<file path="config.mk">
export PLATFORM = sky130hd
export DESIGN_NAME = jpeg_bit_packer
export DESIGN_NICKNAME = d
export VERILOG_FILES = /design/src/rtl/jpeg_bit_packer.sv
export SDC_FILE = /design/constraint.sdc
export NUM_CORES = 1
export LEC_CHECK = 0
export CAP_MARGIN = 40
export CORE_ASPECT_RATIO = 0.5
export CORE_MARGIN = 2
export CORE_UTILIZATION = 35
export DETAILED_ROUTE_END_ITERATION = 8
export GPL_ROUTABILITY_DRIVEN = 0
export PLACE_DENSITY_LB_ADDON = 0.15
export SETUP_SLACK_MARGIN = 0.02
export SYNTH_ARGS = -nofsm -noshare
export SYNTH_HDL_FRONTEND = slang
export SYNTH_SLANG_ARGS = --single-unit
</file>
<file path="constraint.sdc">
create_clock -name clock -period 9.57 [get_ports clock]
set_input_delay 0.957 -clock clock [delete_from_list [all_inputs] [get_ports clock]]
set_output_delay 0.957 -clock clock [all_outputs]
set_load 0.05 [all_outputs]
</file>
<file path="src/rtl/jpeg_bit_packer.sv">
// jpeg_bit_packer
//
// Output stage of the entropy coder. Each accepted code (a Huffman code plus
// its magnitude bits, 0..32 bits, right-aligned in data_in) is appended
// MSB-first to a continuous bitstream. Each complete 32-bit word is emitted
// for the downstream width adapter. A flush pads the final partial word to a
// word boundary at the end of a scan.
//
// Build option:
//   JPEG_BIT_PACKER_PAD_ONES_EN  defined   -> flush fill bits are 1s (JPEG
//                                              entropy-coded segment padding)
//                                undefined -> flush fill bits are 0s
//
// Ports:
//   clock           rising-edge clock
//   nreset          synchronous reset, active-high
//   data_in_valid   data_in / data_in_length are presented this cycle
//   data_in         code, right-aligned; bits at or above the length are ignored
//   data_in_length  code length 0..32; larger values are treated as 32
//   flush           pad to a word boundary after this cycle's code
//   ready           block accepts data_in_valid / flush this cycle
//   data_out_valid  one-cycle pulse per completed word
//   data_out        packed word, first stream bit at bit 31; held when idle
//   flush_done      one-cycle pulse when a flush completes
//
// The width parameters are fixed at their defaults; they are named only to
// document the relationships between the port widths.

module jpeg_bit_packer #(
    parameter int output_width = 32,
    parameter int code_width   = 32,
    parameter int length_width = 6
) (
    input  logic                    clock,
    input  logic                    nreset,
    input  logic                    data_in_valid,
    input  logic [code_width-1:0]   data_in,
    input  logic [length_width-1:0] data_in_length,
    input  logic                    flush,
    output logic                    ready,
    output logic                    data_out_valid,
    output logic [output_width-1:0] data_out,
    output logic                    flush_done
);

    localparam int acc_width = 2 * output_width;

    `ifdef JPEG_BIT_PACKER_PAD_ONES_EN
    localparam logic [output_width-1:0] fill_pattern = '1;
    `else
    localparam logic [output_width-1:0] fill_pattern = '0;
    `endif

    typedef enum logic {
        RUN,
        PAD
    } state_t;

    state_t                  state;
    // Pending stream bits are kept left-aligned: the oldest bit is acc[63].
    // Bits below the top `count` bits are always zero.
    logic [acc_width-1:0]    acc;
    logic [4:0]              count;

    logic [length_width-1:0] len;
    logic                    take;
    logic [acc_width-1:0]    appended;
    logic [acc_width-1:0]    merged;
    logic [6:0]              total;
    logic                    full;
    logic [4:0]              remain;
    logic [acc_width-1:0]    kept;

    // Lengths above code_width are illegal; clamp rather than wrap.
    function automatic logic [length_width-1:0] sat_length(
        input logic [length_width-1:0] l
    );
        if (l > length_width'(code_width))
            return length_width'(code_width);
        return l;
    endfunction

    // Final partial word: the r stream bits followed by fill bits.
    function automatic logic [output_width-1:0] pad_word(
        input logic [output_width-1:0] bits,
        input logic [4:0]              r
    );
        return bits | (fill_pattern >> r);
    endfunction

    always_comb begin
        len  = sat_length(data_in_length);
        take = data_in_valid && ready;

        // Shifting the zero-extended code up by (64 - len) left-aligns it.
        // Any bits at or above len fall off the top, which masks them. For
        // len = 0 the shift is the full width and the result is zero.
        appended = '0;
        if (take)
            appended = {{(acc_width-code_width){1'b0}}, data_in} << (7'(acc_width) - 7'(len));

        merged = acc | (appended >> count);
        total  = 7'(count) + (take ? 7'(len) : 7'd0);
        full   = total >= 7'(output_width);
        // total < 64, so dropping bit 5 is the same as subtracting 32 when full.
        remain = total[4:0];
        kept   = full ? (merged << output_width) : merged;
    end

    always_ff @(posedge clock) begin
        if (nreset) begin
            state          <= RUN;
            acc            <= '0;
            count          <= '0;
            ready          <= 1'b1;
            data_out_valid <= 1'b0;
            data_out       <= '0;
            flush_done     <= 1'b0;
        end else begin
            data_out_valid <= 1'b0;
            flush_done     <= 1'b0;
            case (state)
                RUN: begin
                    acc   <= kept;
                    count <= remain;
                    if (full) begin
                        data_out       <= merged[acc_width-1 -: output_width];
                        data_out_valid <= 1'b1;
                    end
                    if (flush && ready) begin
                        if (remain == 5'd0) begin
                            // Already word-aligned: completes alone or alongside
                            // the word just emitted.
                            flush_done <= 1'b1;
                        end else if (!full) begin
                            // The remainder is padded out this cycle.
                            data_out       <= pad_word(merged[acc_width-1 -: output_width], remain);
                            data_out_valid <= 1'b1;
                            flush_done     <= 1'b1;
                            acc            <= '0;
                            count          <= '0;
                        end else begin
                            // Output slot already taken by a full word; pad next cycle.
                            state <= PAD;
                            ready <= 1'b0;
                        end
                    end
                end
                PAD: begin
                    data_out       <= pad_word(acc[acc_width-1 -: output_width], count);
                    data_out_valid <= 1'b1;
                    flush_done     <= 1'b1;
                    acc            <= '0;
                    count          <= '0;
                    ready          <= 1'b1;
                    state          <= RUN;
                end
                default: begin
                    state <= RUN;
                    ready <= 1'b1;
                end
            endcase
        end
    end

endmodule

</file>
==> metrics.md <==
| Metric | Value |
|---|---|
| Reg2Reg Depth | `16` |
| Placed cells | `approximately 1800` |
| Worst hold stages | `2` |
| Root Driver | `clkbuf_16` |
| Outcome | `finished clean` |
| DRC | `0` |
| Critical Path Start Type | `input pin` |
| Clock buffer depth | `2` |
| Routed len/inst | `28.7 um` |
| RR Startpoint | `count[1]` |
| CP arrival | `7.18 ns` |
| Psw | `0.793 mW` |
| Via count | `~13000` |
| Initial DRC count | `2157` |
| Final WL | `53300 um` |
| Max-slew violations | `0` |
| Vias in the first global route | `12486` |
| Hold_buf cts | `0` |
| Top-area cell type share of the netlist area | `19.4%` |
| Grt total ovfl | `0` |
| Ports | `77` |
| Crit Path Class | `input pin to register` |
| Maximum vdd drop | `0.0839 mV` |
| H-tree Lvls | `3` |
| Global-route wire length before repair | `79800 um` |
| Combinational cell fraction of total power | `48.3%` |
| Antenna diodes | `0` |
| Detailed Place HPWL | `39000 um` |
| Worst slew pin tran | `1.01 ns` |
| Post-DRT Antenna Nets | `0` |
| Hold Vio Cnt, Final | `0` |
| Die ar. | `~32000 um^2` |
| Switch share | `between 40% and 50%` |
| Post-CTS Setup Bufs | `0` |
| Critical Path RT | `9.78 ns` |
| Total global-route track usage | `31.9%` |
| NumNets Final | `1500` |
| Setup_tns | `0 ns` |
| Post-Syn Instances | `between 1000 and 1500` |
| Largest net degree at the start of global routing | `66` |
| Post-Syn Nets | `1499` |
| Vias per std cell | `7.25` |
| Synthesis-to-finish area growth | `12.3%` |
| Post-synthesis sequential area ratio | `between 15 and 20%` |
| EDFF count, synth | `0` |
| Setup violators final | `0` |
| Worst-path fanout max | `27` |
| Starting density of the core | `35.6%` |
| Worst setup EP type | `register` |
| Reg-to-Reg End | `acc[60]` |
| Worst skew pair latency | `0.36 ns` |
| DRT Pass-1 Iters | `7` |
| Headroom to the max-slew limit | `31.9%` |
| Share of cells above drive strength 1 | `10.5%` |
| Leak | `4.10 nW` |
| Core ar. | `30300 um^2` |
| #FFs+latches synth | `105` |
| Average cell area after synthesis | `7.46 um^2` |
| Cell Count, Final, Fillers Out | `roughly 1900` |
| Mapped Area | `10800 um^2` |
| Sink Count | `105` |
| Row count | `45` |
| Area contributors post-synth | `dfxtp_1 (19%), nor2_1 (5.6%), mux2i_1 (5.3%), a21oi_1 (3.7%), nand2_1 (3.7%)` |
| Peak Freq | `144 MHz` |
| Final Critical Period | `6.97 ns` |
| Die Y | `128 um` |
| Reg clk slew, reported paths | `approximately 0.080 ns` |
| Post_cts resized | `0` |
| Antenna violations before repair | `0` |
| Cell Int Power | `0.952 mW` |
| Clock share of power | `22.7%` |
| Crit path to | `acc[46]` |
| MaxCap Viol Count | `0` |
| Synth warn | `0` |
| Power per cell area | `between 100 and 150 nW/um^2` |
| Skew final | `0.00667 ns` |
| CP startpoint | `data_in_length[5]` |
| CTS buffer count | `9` |
| Die X-Extent | `253 um` |
| Synth cell types | `~110` |
| I/O Buffers | `76` |
| Synth area leader | `dfxtp_1` |
| CTS tree | `done` |
| Tcrit/Tclk final | `72.8%` |
| R2R setup slack | `between 4 and 5 ns` |
| Top FF cell, synth | `dfxtp_1` |
| Sequential power share | `29.0%` |
| Synth async-reset ratio | `0%` |
| Worst hold-check path type | `register to register` |
| RSZ-0062 raised after global routing | `no` |
layout by cell type (no fill, tap or decap), drive strengths merged, types with 25 or more instances in the layout:
cell type      Yosys  layout
a2111oi           32      32
a211oi            47      47
a21oi             86      86
a31oi             25      25
buf               46      37
clkdlybuf4s50      0      76
dfxtp            105     105
inv               24      26
mux2i             57      57
nand2            109     109
nand3             71      71
nor2             161     161
nor3              78      78
nor4              27      27
o211ai            31      31
o21ai             70      70
o22ai             41      41
cell usage after synthesis, drive strengths merged (9+ instances only):
cell / instances
buf: 46
o31ai: 22
or3: 9
o211ai: 31
nor3: 78
and2: 10
mux2i: 57
dfxtp: 105
a2111oi: 32
o32ai: 24
inv: 24
o311ai: 11
a22oi: 18
and3: 12
nand4: 20
nand2b: 14
nor2: 161
a32oi: 11
nand3: 71
mux2: 13
nor4: 27
nand2: 109
a21oi: 86
o21a: 11
a221oi: 23
o22ai: 41
clkbuf: 77
a31oi: 25
o21ai: 70
o221ai: 15
a211oi: 47
how the worst min path moves through the flow:
stage	from	end	slack, ns
6_report	acc[3]	acc[3]	0.46
5_1_grt	acc[3]	acc[3]	0.48
4_1_cts	acc[3]	acc[3]	0.46
3_5_place_dp	acc[2]	acc[2]	0.44
3_3_place_gp	acc[4]	acc[4]	0.43
2_1_floorplan	acc[28]	acc[28]	0.42
through the flow:
step / worst slack, ns / hold slack (ns) / utilization, % / cell area (um^2) / power (mW)
floorplan: 4.62 / 0.421 / - / 10800 / 1.05
global placement: 2.57 / 0.434 / 38.6 / 11700 / 1.31
detailed placement: 2.62 / 0.443 / 39.0 / 11800 / 1.32
CTS: 2.97 / 0.463 / 40.0 / 12100 / 1.71
global route: 2.46 / 0.481 / 40.0 / 12100 / 1.80
finish: 2.60 / 0.460 / 40.0 / 12100 / 1.75
layout make-up:
cell class,instances,area [um^2]
Clock buffer,10,239
Clock inverter,6,75.1
Fill cell,3129,18200
Inverter,25,96.3
Multi-Input combinational cell,1197,8050
Sequential cell,105,2110
Tap cell,399,499
Timing Repair Buffer,113,1080
routing by layer:
metal | GRT usage [%] | up-vias | share of wire, %
met4 | 12.0 | 0 | 4.1
li1 | - | 5771 | -
met3 | 9.89 | 201 | 14
met2 | 44.6 | 1106 | 38
met1 | 45.5 | 6362 | 44
met5 | 0 | - | 0
critical path: stages:
cell	delay (ns)
clkdlybuf4s50_1	0.40
buf_4	0.24
inv_1	0.50
nand2_1	0.13
ha_2	0.72
buf_16	0.25
mux2i_1	0.65
o22ai_1	0.28
a2111oi_0	0.83
o21ai_0	0.33
a2bb2oi_1	0.57
o221ai_1	0.25
a31oi_1	0.45
o22ai_1	0.16
a211oi_1	0.32
o22ai_1	0.12
sequential cells by signal, indices dropped and copies added (netlist names):
register,count
state,1
data_out_valid,1
data_out,32
ready,1
count,5
flush_done,1
acc,64
logic make-up (layout without fill, tap and decap cells):
family / Yosys count / count (layout) / synth area share, %
AOI/OAI and AO/OA: 565 / 565 / 40.4
muxes: 73 / 73 / 7.25
xor gates and xnor gates: 5 / 5 / 0.405
DFF: 105 / 105 / 19.4
adders and majority gates: 7 / 7 / 0.879
and+or+nand+nor: 547 / 547 / 25.4
buffers and inverters: 148 / 154 / 6.20
power by group through the flow:
stage                     logic (mW)  registers (mW)  clock network (mW)
after global routing           0.875           0.511               0.417
final                          0.843           0.507               0.396
after floorplan                0.465           0.581                   0
after global placement         0.797           0.515                   0
after CTS                      0.805           0.506               0.402
after detailed placement       0.800           0.515                   0
No activity file was read; power rests on OpenSTA's default activity.
